## src/rtl/cnn_pkg.sv

```systemverilog
// cnn_pkg: definitions shared by the CNN datapath blocks.
//   DATA_W           default feature-map pixel width
//   pixel_t          one feature-map pixel
//   pool_win_state_e window-former FSM state: FILL (even row), PAIR (odd row)
package cnn_pkg;

  localparam int DATA_W = 16;

  typedef logic [DATA_W-1:0] pixel_t;

  typedef enum logic {
    FILL = 1'b0,
    PAIR = 1'b1
  } pool_win_state_e;

endpackage

```

## src/rtl/pool_row_buffer.sv

```systemverilog
// pool_row_buffer: one feature-map row of pixels held in registers.
// It has one write port and two combinational read ports, so the two pixels
// of the upper window row are available in the same cycle.
//   clk                   clock
//   wr_en/wr_addr/wr_data write port (column index)
//   rd_addr_a/rd_data_a   read port A (left column of the window)
//   rd_addr_b/rd_data_b   read port B (right column of the window)
module pool_row_buffer #(
  parameter int DATA_W = 16,
  parameter int IMG_W  = 28,
  parameter int ADDR_W = 5
) (
  input  logic              clk,
  input  logic              wr_en,
  input  logic [ADDR_W-1:0] wr_addr,
  input  logic [DATA_W-1:0] wr_data,
  input  logic [ADDR_W-1:0] rd_addr_a,
  output logic [DATA_W-1:0] rd_data_a,
  input  logic [ADDR_W-1:0] rd_addr_b,
  output logic [DATA_W-1:0] rd_data_b
);

  logic [DATA_W-1:0] mem_q [IMG_W];
  logic [DATA_W-1:0] mem_d [IMG_W];

  // Entries are never reset: every entry is rewritten in the even row before
  // the following odd row reads it.
  always_comb begin
    mem_d = mem_q;
    if (wr_en) begin
      mem_d[wr_addr] = wr_data;
    end
  end

  always_ff @(posedge clk) begin
    mem_q <= mem_d;
  end

  assign rd_data_a = mem_q[rd_addr_a];
  assign rd_data_b = mem_q[rd_addr_b];

endmodule

```

## src/rtl/pool_window_buffer.sv

```systemverilog
// pool_window_buffer: streaming 2x2 stride-2 window former.
// It takes pixels in row-major order, buffers the even row, and emits one
// 2x2 window for every odd-column pixel of each odd row.
//   clk, rst                     clock, synchronous active-high reset
//   pix_in/pix_valid/pix_ready   pixel input handshake
//   win_00..win_11               window (row,col) pixels
//   win_valid/win_ready          window output handshake
//   win_last                     marks the final window of a frame
module pool_window_buffer #(
  parameter int DATA_W = 16,
  parameter int IMG_W  = 28,
  parameter int IMG_H  = 28
) (
  input  logic              clk,
  input  logic              rst,
  input  logic [DATA_W-1:0] pix_in,
  input  logic              pix_valid,
  output logic              pix_ready,
  output logic [DATA_W-1:0] win_00,
  output logic [DATA_W-1:0] win_01,
  output logic [DATA_W-1:0] win_10,
  output logic [DATA_W-1:0] win_11,
  output logic              win_valid,
  input  logic              win_ready,
  output logic              win_last
);

  import cnn_pkg::*;

  localparam int COL_W = (IMG_W > 2) ? $clog2(IMG_W) : 1;
  localparam int ROW_W = (IMG_H > 2) ? $clog2(IMG_H) : 1;
  localparam logic [COL_W-1:0] COL_LAST = COL_W'(IMG_W - 1);
  localparam logic [ROW_W-1:0] ROW_LAST = ROW_W'(IMG_H - 1);

  if ((IMG_W % 2) != 0 || IMG_W < 2) begin : g_bad_img_w
    $fatal(1, "pool_window_buffer: IMG_W must be even and at least 2");
  end
  if ((IMG_H % 2) != 0 || IMG_H < 2) begin : g_bad_img_h
    $fatal(1, "pool_window_buffer: IMG_H must be even and at least 2");
  end

  pool_win_state_e   state_q, state_d;
  logic [COL_W-1:0]  col_q, col_d;
  logic [ROW_W-1:0]  row_q, row_d;
  logic [DATA_W-1:0] prev_pix_q, prev_pix_d;
  logic [DATA_W-1:0] win_00_q, win_00_d, win_01_q, win_01_d;
  logic [DATA_W-1:0] win_10_q, win_10_d, win_11_q, win_11_d;
  logic              win_valid_q, win_valid_d;
  logic              win_last_q, win_last_d;

  logic              accept;
  logic              col_last;
  logic              row_last;
  logic              buf_wr_en;
  logic              load_win;
  logic [COL_W-1:0]  rd_addr_left;
  logic [DATA_W-1:0] buf_left;
  logic [DATA_W-1:0] buf_right;

  // A held window stalls the input in every state.
  assign pix_ready = !win_valid_q || win_ready;
  assign accept    = pix_valid && pix_ready;
  assign col_last  = (col_q == COL_LAST);
  assign row_last  = (row_q == ROW_LAST);

  // Windows are only formed on odd columns, so the left column is the current
  // column with its LSB cleared; this never underflows.
  assign rd_addr_left = {col_q[COL_W-1:1], 1'b0};

  pool_row_buffer #(
    .DATA_W (DATA_W),
    .IMG_W  (IMG_W),
    .ADDR_W (COL_W)
  ) u_row_buffer (
    .clk       (clk),
    .wr_en     (buf_wr_en),
    .wr_addr   (col_q),
    .wr_data   (pix_in),
    .rd_addr_a (rd_addr_left),
    .rd_data_a (buf_left),
    .rd_addr_b (col_q),
    .rd_data_b (buf_right)
  );

  // Counters and FSM advance only on an accepted pixel. The output register
  // drops on consumption, but a same-cycle load wins and keeps it valid.
  always_comb begin
    state_d     = state_q;
    col_d       = col_q;
    row_d       = row_q;
    prev_pix_d  = prev_pix_q;
    win_00_d    = win_00_q;
    win_01_d    = win_01_q;
    win_10_d    = win_10_q;
    win_11_d    = win_11_q;
    win_valid_d = win_valid_q;
    win_last_d  = win_last_q;
    buf_wr_en   = 1'b0;
    load_win    = 1'b0;

    if (accept) begin
      if (col_last) begin
        col_d   = '0;
        row_d   = row_last ? '0 : row_q + 1'b1;
        state_d = (state_q == FILL) ? PAIR : FILL;
      end else begin
        col_d = col_q + 1'b1;
      end

      case (state_q)
        FILL: buf_wr_en = 1'b1;
        PAIR: begin
          if (col_q[0]) begin
            load_win = 1'b1;
          end else begin
            prev_pix_d = pix_in;
          end
        end
        default: ;
      endcase
    end

    if (win_valid_q && win_ready) begin
      win_valid_d = 1'b0;
      win_last_d  = 1'b0;
    end

    if (load_win) begin
      win_00_d    = buf_left;
      win_01_d    = buf_right;
      win_10_d    = prev_pix_q;
      win_11_d    = pix_in;
      win_valid_d = 1'b1;
      win_last_d  = row_last && col_last;
    end
  end

  always_ff @(posedge clk) begin
    if (rst) begin
      state_q     <= FILL;
      col_q       <= '0;
      row_q       <= '0;
      prev_pix_q  <= '0;
      win_00_q    <= '0;
      win_01_q    <= '0;
      win_10_q    <= '0;
      win_11_q    <= '0;
      win_valid_q <= 1'b0;
      win_last_q  <= 1'b0;
    end else begin
      state_q     <= state_d;
      col_q       <= col_d;
      row_q       <= row_d;
      prev_pix_q  <= prev_pix_d;
      win_00_q    <= win_00_d;
      win_01_q    <= win_01_d;
      win_10_q    <= win_10_d;
      win_11_q    <= win_11_d;
      win_valid_q <= win_valid_d;
      win_last_q  <= win_last_d;
    end
  end

  assign win_00    = win_00_q;
  assign win_01    = win_01_q;
  assign win_10    = win_10_q;
  assign win_11    = win_11_q;
  assign win_valid = win_valid_q;
  assign win_last  = win_last_q;

endmodule

```

## config.mk

```make
export PLATFORM = sky130hd
export DESIGN_NAME = pool_window_buffer
export DESIGN_NICKNAME = d
export VERILOG_FILES = /design/src/rtl/cnn_pkg.sv /design/src/rtl/pool_row_buffer.sv /design/src/rtl/pool_window_buffer.sv
export SDC_FILE = /design/constraint.sdc
export NUM_CORES = 1
export LEC_CHECK = 0
export ABC_AREA = 1
export CORE_ASPECT_RATIO = 0.5
export CORE_MARGIN = 4
export CORE_UTILIZATION = 50
export CTS_CLUSTER_DIAMETER = 60
export DETAILED_ROUTE_END_ITERATION = 7
export HOLD_SLACK_MARGIN = 0.12
export PLACE_DENSITY_LB_ADDON = 0.12
export RECOVER_POWER = 100
export SETUP_SLACK_MARGIN = 0.1
export SYNTH_ARGS = -nofsm -noshare
export SYNTH_HDL_FRONTEND = slang
export SYNTH_SLANG_ARGS = --single-unit
```

## constraint.sdc

```tcl
create_clock -name clk -period 2.4 [get_ports clk]
set_input_delay 0.24 -clock clk [delete_from_list [all_inputs] [get_ports clk]]
set_output_delay 0.24 -clock clk [all_outputs]
set_load 0.01 [all_outputs]
```

Word-level counts from Yosys, hierarchy flattened. Index checks and enable logic that the tools add are counted.

Register bits: 541. Logic and storage cells: 76.

Add/sub/neg operators: 2. Magnitude comparators: 3. Equal/unequal tests: 2. Multiplexer cells: 19. Bitwise operators: 3. Reduce and logical (&&, ||, !) cells: 9.

Operators by type and width (number): 448-bit bitwise mux (1); 16-bit binary-select mux with 5-bit select (2); 16-bit demux with 5-bit select (1); 16-bit two-way mux (5); 6-bit >= comparator, second input constant (2); 5-bit NOT with 6-bit output (2); 5-bit by 1-bit adder with 5-bit output, second input constant (2); 5-bit == test, second input constant (2); 5-bit two-way mux (2); 1-bit two-way mux (8); 6-bit by 1-bit less-than comparator with 1-bit output, second input constant (1); 1-bit logical AND (4); 3-bit AND reduction (1); 2-bit AND reduction (1); 2-bit nonzero test (1); 1-bit logical NOT (1); 1-bit logical OR (1); 1-bit NOT (1).

Depth between registers and ports, before layout. Gate-level depths: netlist of the first run.

Depth after elaboration: 6. Depth in mapped cells: 13.

Cells and area by module. A second synthesis of the first run with hierarchy kept.

Cells, all modules: 3278. Area, all modules: 27086.0 um^2.

By module, submodules not included: pool_row_buffer (instances 1, cells an instance 2826, area each 23650.2 um^2, sequential area each 13452.9 um^2); pool_window_buffer (instances 1, cells an instance 452, area each 3435.8 um^2, sequential area each 1861.8 um^2).

Least setup slack after synthesis of the first run. Ideal clock, no wire load.

Path kind: register to register. Start point: register col_q[0] (netlist name). End point: register u_row_buffer.mem_q[112] in the netlist's numbering, enable pin. Library setup time: 388 ps. Arrival time: 2005 ps. Data required time: 2012 ps. Slack: 7 ps. Stages on the path, launching flop included: 9. Period minus slack after synthesis: 2393 ps. Cell sequence: dfxtp_1 buf_2 inv_2 buf_4 buf_2 buf_2 ha_1 nand2_1 nor2_1.

RTL lines: end signal, assigned (RTL line pool_row_buffer.sv:36) `mem_q <= mem_d;`; end, declared (RTL line pool_row_buffer.sv:23) `logic [DATA_W-1:0] mem_q [IMG_W];`.

Final worst setup path of the first run.
Start point: register win_valid_q, in the netlist win_valid. End point: register u_row_buffer.mem_q[404] in the netlist's numbering, enable pin.

Longest elaborated chain between the ends: 4.

RTL lines: start, declared (RTL line pool_window_buffer.sv:48) `logic win_valid_q, win_valid_d;`; start signal, assigned (RTL line pool_window_buffer.sv:159) `win_valid_q <= win_valid_d;`; 1-bit logical NOT (RTL line pool_window_buffer.sv:61) `assign pix_ready = !win_valid_q || win_ready;`; 1-bit logical OR (RTL line pool_window_buffer.sv:61); 1-bit logical AND (RTL line pool_window_buffer.sv:62) `assign accept = pix_valid && pix_ready;`; 1-bit two-way mux (RTL line pool_window_buffer.sv:101) `if (accept) begin`.

No other way between the ends. A chain may end at the register's enable or synchronous reset.

==> flow_summary.json, run 1 <==
{
  "status": "complete, but fails checks",
  "violations": "capacitance limit, slew limit",
  "ys_ff_latch": 541,
  "start_kind": "flop",
  "grt_use_total": 0.276,
  "gp_congestion": 0.911,
  "synth_flop_cell": "edfxtp_1",
  "clock_path_buffers": 3,
  "dp_cells": 2849,
  "p_leak_nw": 10.3,
  "cp_max_fo": 12,
  "cp_num_buf_inv": 3,
  "port_buffers": 86,
  "syn_area_sq_um": 22500,
  "die_y_um": 158,
  "clock_sinks": 541,
  "area_growth_pct": 15.7,
  "drt-initial-drc-count": 1861,
  "timing.final.hold_violations": 0,
  "hold_buffers": 0,
  "cts_tree": "built",
  "crit_slowest_cell": "clkbuf_2",
  "dr.pass1.iters": 6,
  "hold_ws_ps": 341,
  "fin_nets": 2337,
  "grt_max_degree": 80,
  "drc": 0,
  "antenna_found_initial": 1,
  "grt_remaining_overflow": 0,
  "insertedDiodeCount": 0,
  "post-cts-setup-buffer-count": 0,
  "drv_slew": 465,
  "num_rows": 54,
  "combPwrFrac": 0.066,
  "n_fill_cell": 3773,
  "worstPathCellList": "nand2_1 -> nand2_1 -> nor2_1 -> clkbuf_1 -> nand2_1 -> clkbuf_1 -> nor2_1 -> clkbuf_2",
  "grt_pass1_wl_mm": 99.1,
  "critPathArrivalTime_ps": 2480,
  "setup_viol": 0,
  "grt_pass1_vias": 15600,
  "startpoint": "win_valid",
  "rsz0062_at_grt": "false",
  "synth_nets": 2186,
  "relSlewSlack": -0.478,
  "clkLatencyLatePin_ps": 580,
  "p_int_mw": 14.6,
  "synth_edf_count": 448,
  "power.density_nw_per_um2": 726,
  "totalWireLength_mm": 67.2,
  "stdcell_count": 2938,
  "cts_root_buffer": "clkbuf_16",
  "path_common_cell": "nand2_1",
  "fin_skew_ps": 28.3,
  "sequentialPowerShare": 0.541,
  "htreeDepth": 2,
  "use_met3": 0.0901,
  "max_stage_delay_ps": 350,
  "period_share": 0.942,
  "wl_per_cell_um": 22.9,
  "met2_usage": 0.403,
  "synth_area_per_cell_sq_um": 10.4,
  "p_sw_mw": 4.38,
  "swShare": 0.231,
  "ys_types": 34,
  "avgViaCountPerCell": 5.59,
  "clockPowerShare": 0.393,
  "finalCriticalPeriod_ps": 2260,
  "cpLargestDelayFamily": "buffers and inverters",
  "reg2reg_from": "win_valid",
  "multi_input_area_sq_um": 6270,
  "min_from": "rst",
  "critPathCaptureType": "flop",
  "drive_above_1_share": 0.0991,
  "async_flop_share": 0,
  "yosysWarnings": 0,
  "top_usage_layer": "met2",
  "start_util": 0.512,
  "worst_slew_pin_slew_ps": 2220,
  "gr-usage-met1": 0.403,
  "die_w_um": 308,
  "ant_nets": 0,
  "fmax_mhz": 442,
  "vias": 16400,
  "worst-r2r-setup-slack_ps": 140,
  "area.sequential_sq_um": 15300,
  "pin_count": 87,
  "die_area_sq_um": 48800,
  "crit_type": "reg -> reg",
  "core_sq_um": 44100,
  "cp.required_ps": 2620,
  "cap_violations": 15,
  "ys_seq_area_frac": 0.679,
  "cts_made_buffers": 48,
  "ir_drop_mv": 0.507,
  "place_hpwl_mm": 44.2,
  "hp-class": "in -> reg",
  "path_clk_slew_ps": 60,
  "netlist_instances": 2160
}
[placed cells by master, fill, tap and decap left out, types with 11 or more instances in the layout]
cell and instances:
clkbuf_16 48, nand2_1 607, dfxtp_1 91, o21a_1 22, a21boi_0 24, or2_2 33, clkbuf_1 46, dlygate4sd3_1 81
inv_1 97, edfxtp_1 448, buf_12 16, clkbuf_2 29, a21oi_1 42, buf_4 47, o21ai_0 215, nor2_1 250
nand3_1 121, o211ai_1 28, inv_2 11
[per-stage QoR]
step	setup TNS (ps)	util	setup slack (ps)	area (sq um)	power [mW]
4_1_cts	0	0.599	125	26400	19.0
3_5_place_dp	-97.2	0.565	-97.2	24900	11.7
5_1_grt	0	0.592	58.7	26100	19.6
2_1_floorplan	0	-	6.92	22600	11.1
6_report	0	0.592	140	26100	18.9
3_3_place_gp	-95.0	0.565	-95.0	24900	11.7
[cells by family after synthesis]
kind of cell	share of synthesized area
compound gates	0.0848
xor+xnor	0.00194
fa+ha+maj	0.00333
buf+inv	0.0425
flops	0.679
simple gates	0.188
[cell usage after synthesis, types with 2 or more instances]
cell type  instances  share of area
o22ai_1            5         0.0014
o21ai_0          214          0.048
xor2_1             4         0.0016
buf_6              2         0.0010
buf_4              9         0.0030
or2_2             33         0.0092
nor3_1            10         0.0022
nor2_1           249          0.041
clkbuf_1          49         0.0082
buf_2             52          0.012
ha_1               6         0.0033
o21a_1            22         0.0073
o21ai_1            6         0.0013
a21boi_0          24         0.0080
dfxtp_1           93          0.083
nand2_2            3        0.00083
nor2_4             5         0.0025
inv_1             97          0.016
buf_1              2        0.00033
nor2_2             5         0.0014
o211ai_1          28         0.0093
nand4_1            6         0.0017
edfxtp_1         448           0.60
nand3_1          120          0.027
nand2_1          607           0.10
inv_2             12         0.0020
a21oi_1           42         0.0093
[per-layer routing]
metal,part of all wire,vias to the layer above
met3,0.11,111
met4,0.024,0
li1,-,7619
met5,0,-
met1,0.44,7930
met2,0.42,758
[repair_timing]
item                                    in CTS  in global routing
hold endpoints to repair                     0                  0
endpoints found under the setup margin       0                  2
resized for setup                            0                  2
[flip-flops by register name (all words and copies together), names as in the netlist]
| signal | count |
|---|---|
| prev_pix_q | 16 |
| col_q | 5 |
| state_q | 1 |
| win_10 | 16 |
| u_row_buffer.mem_q | 448 |
| win_11 | 16 |
| row_q | 5 |
| win_00 | 16 |
| win_valid | 1 |
| win_01 | 16 |
| win_last | 1 |
[power groups by stage]
stage / Sequential, mW / Clock (mW) / Combinational, mW
final: 10.2 / 7.45 / 1.25
after CTS: 10.2 / 7.53 / 1.27
after global placement: 10.4 / 0 / 1.25
after floorplan: 10.4 / 0 / 0.654
after detailed placement: 10.4 / 0 / 1.26
after global routing: 10.2 / 7.98 / 1.35
[worst paths after layout]
kind	end	depth (start not counted)
setup / recovery	u_row_buffer.mem_q[404]	8
hold / removal	state_q	2
setup reg to reg	u_row_buffer.mem_q[404]	8
hold reg to reg	prev_pix_q[11]	2
[final cells by class]
cell class | count | area share
Sequential cell | 541 | 0.587
Multi-Input combinational cell | 1395 | 0.240
Timing Repair Buffer | 215 | 0.0707
Clock buffer | 75 | 0.0536
Tap cell | 588 | 0.0282
Inverter | 110 | 0.0160
Clock inverter | 14 | 0.00355
[worst reg2reg max path, cell delays in order, from the launching register on]
cell	delay, ps
dfxtp_1	330
nand2_1	120
nand2_1	100
nor2_1	120
clkbuf_1	280
nand2_1	80
clkbuf_1	300
nor2_1	220
clkbuf_2	350
(Power assumes the default switching activity.)
==> inputs of run 2 (changes only) <==
- CTS_BUF_LIST: not set -> sky130_fd_sc_hd__clkbuf_16
- PLACE_DENSITY_LB_ADDON: 0.12 -> 0.08
==> run 2 against run 1 <==
The run still ends with capacitance limit, slew limit left. Via count down 0.18%. Sequential cell count unchanged. Wire length fell by 0.95%. Worst setup slack improved by 2.4 ps. Global-route usage decreased by 0.050 points. Total power shrank 0.74%. Clock-buffer cell count is 26 lower. Sequential share of layout area fell by 0.15 points. Register-to-register slack about the same. Utilization is 0.15 points higher. Fmax grew 0.11%. Clock power fell by 2%. Critical endpoint is now u_row_buffer.mem_q[313]. Largest cell class unchanged. Highest routed layer unchanged.
==> flow_summary.json, run 2 (same netlist as run 1, synthesis figures left out) <==
{
  "htreeDepth": 2,
  "final_cell_mix": "nand2_1, edfxtp_1, nor2_1",
  "die_w_um": 308,
  "cts-resized-gates": 0,
  "gp_congestion": 0.867,
  "setup_tns_ps": 0,
  "cpLargestDelayFamily": "buffers and inverters",
  "clock_sinks": 541,
  "worst_slew_pin_slew_ps": 2210,
  "hold_buffers": 0,
  "placed_area_sq_um": 25000,
  "violations": "capacitance limit, slew limit",
  "reg2reg_from": "col_q[3]",
  "fin_skew_ps": 13.1,
  "core_sq_um": 44100,
  "drive_above_1_share": 0.0943,
  "grt_max_degree": 80,
  "p_int_mw": 14.5,
  "cts_made_buffers": 48,
  "insertedDiodeCount": 0,
  "clkLatencyLatePin_ps": 570,
  "pin_count": 87,
  "cts_tree": "built",
  "relSlewSlack": -0.474,
  "rsz0062_at_grt": "false",
  "max_stage_delay_ps": 1550,
  "drt-initial-drc-count": 1921,
  "antenna_found_initial": 4,
  "critPathCaptureType": "flop",
  "regMostFlops": "u_row_buffer.mem_q",
  "avgViaCountPerCell": 5.59,
  "reg2reg_depth": 6,
  "path_clk_slew_ps": 60,
  "num_rows": 54,
  "ir_drop_mv": 0.444,
  "period_share": 0.941,
  "fmax_mhz": 443,
  "cp.required_ps": 2450,
  "cp_max_fo": 30,
  "layout_commonest_cell": "nand2_1",
  "min_from": "rst",
  "power.density_nw_per_um2": 719,
  "hold_end": "state_q",
  "n_fill_cell": 3739,
  "die_y_um": 158,
  "grt_pass1_vias": 15500,
  "worstPathCellList": "clkdlybuf4s50_1 -> clkbuf_1",
  "vias": 16400,
  "ant_nets": 0,
  "grt_remaining_overflow": 0,
  "swShare": 0.230,
  "stdcell_area_sq_um": 26100,
  "worst-r2r-setup-slack_ps": 150,
  "place_hpwl_mm": 43.6,
  "wl_per_cell_um": 22.7,
  "hp-class": "in -> reg",
  "p_sw_mw": 4.33,
  "port_buffers": 86,
  "whs_path_depth": 2,
  "fin_nets": 2333,
  "p_leak_nw": 10.4,
  "final_core_util": 0.593,
  "drc": 0,
  "critPathArrivalTime_ps": 2300,
  "post-cts-setup-buffer-count": 0,
  "timing.final.hold_violations": 0,
  "die_area_sq_um": 48800,
  "stdcell_count": 2932,
  "sequentialPowerShare": 0.544,
  "largest_reg_flops": 448,
  "totalWireLength_mm": 66.6,
  "start_util": 0.512,
  "clockPowerShare": 0.389,
  "cts_root_buffer": "clkbuf_16",
  "dr.pass1.iters": 7,
  "r2r-end": "u_row_buffer.mem_q[415]",
  "cap_violations": 14,
  "status": "complete, but fails checks",
  "setup_viol": 0,
  "crit_slowest_cell": "clkbuf_1",
  "crit_type": "in -> reg",
  "grt_use_total": 0.276,
  "combPwrFrac": 0.067,
  "grt_pass1_wl_mm": 99.2,
  "area_growth_pct": 16.0,
  "start_kind": "primary input",
  "drv_slew": 434,
  "finalCriticalPeriod_ps": 2260,
  "dp_cells": 2845,
  "cp_num_buf_inv": 2,
  "clock_path_buffers": 3
}
[run 2: cell count changes in the layout (fill, tap and decap cells not counted), sizes merged]
cell	delta
clkinv	+13
bufinv	+2
clkbuf	-44
inv	+11
clkinvlp	-2
buf	+14
[run 2: worst max-delay path by stage]
stage,cells past startpoint,from,end,slack (ps)
detailed placement,11,win_ready,win_00[0],30
CTS,11,col_q[2],win_00[0],280
global route,4,pix_in[13],prev_pix_q[13],100
floorplan,8,col_q[0],u_row_buffer.mem_q[112],7
finish,2,pix_in[9],u_row_buffer.mem_q[313],140
global placement,11,win_ready,win_00[0],40
[run 2: power by group through the flow]
stage	clock network, mW	logic [mW]	registers (mW)
2_1_floorplan	0	0.654	10.4
3_3_place_gp	0	1.26	10.4
3_5_place_dp	0	1.26	10.4
4_1_cts	7.40	1.27	10.2
5_1_grt	7.82	1.36	10.2
6_report	7.32	1.25	10.2
[run 2: per-layer routing]
layer  vias up  wire [um]  GRT usage
met5         -          0          0
met2       747      28900      0.419
met1      7939      29900      0.417
li1       7612          -          -
met3        90       6620     0.0551
met4         0       1140     0.0548
[run 2: layout make-up]
type / count / area (sq um) / area share
clock buffers: 49 / 1230 / 0.0469
clock inverters: 38 / 223 / 0.00852
inverters: 110 / 418 / 0.0160
multi-input cells: 1395 / 6270 / 0.240
flip-flops and latches: 541 / 15300 / 0.586
well taps: 588 / 736 / 0.0281
repair buffers: 211 / 1950 / 0.0746
[run 2: stage by stage]
step                power, mW  worst slack (ps)  hold slack [ps]
detailed placement       11.7              33.9              473
global placement         11.7              44.8              469
floorplan                11.1              6.92              309
CTS                      18.9               275              339
finish                   18.8               142              345
global route             19.4               100              369
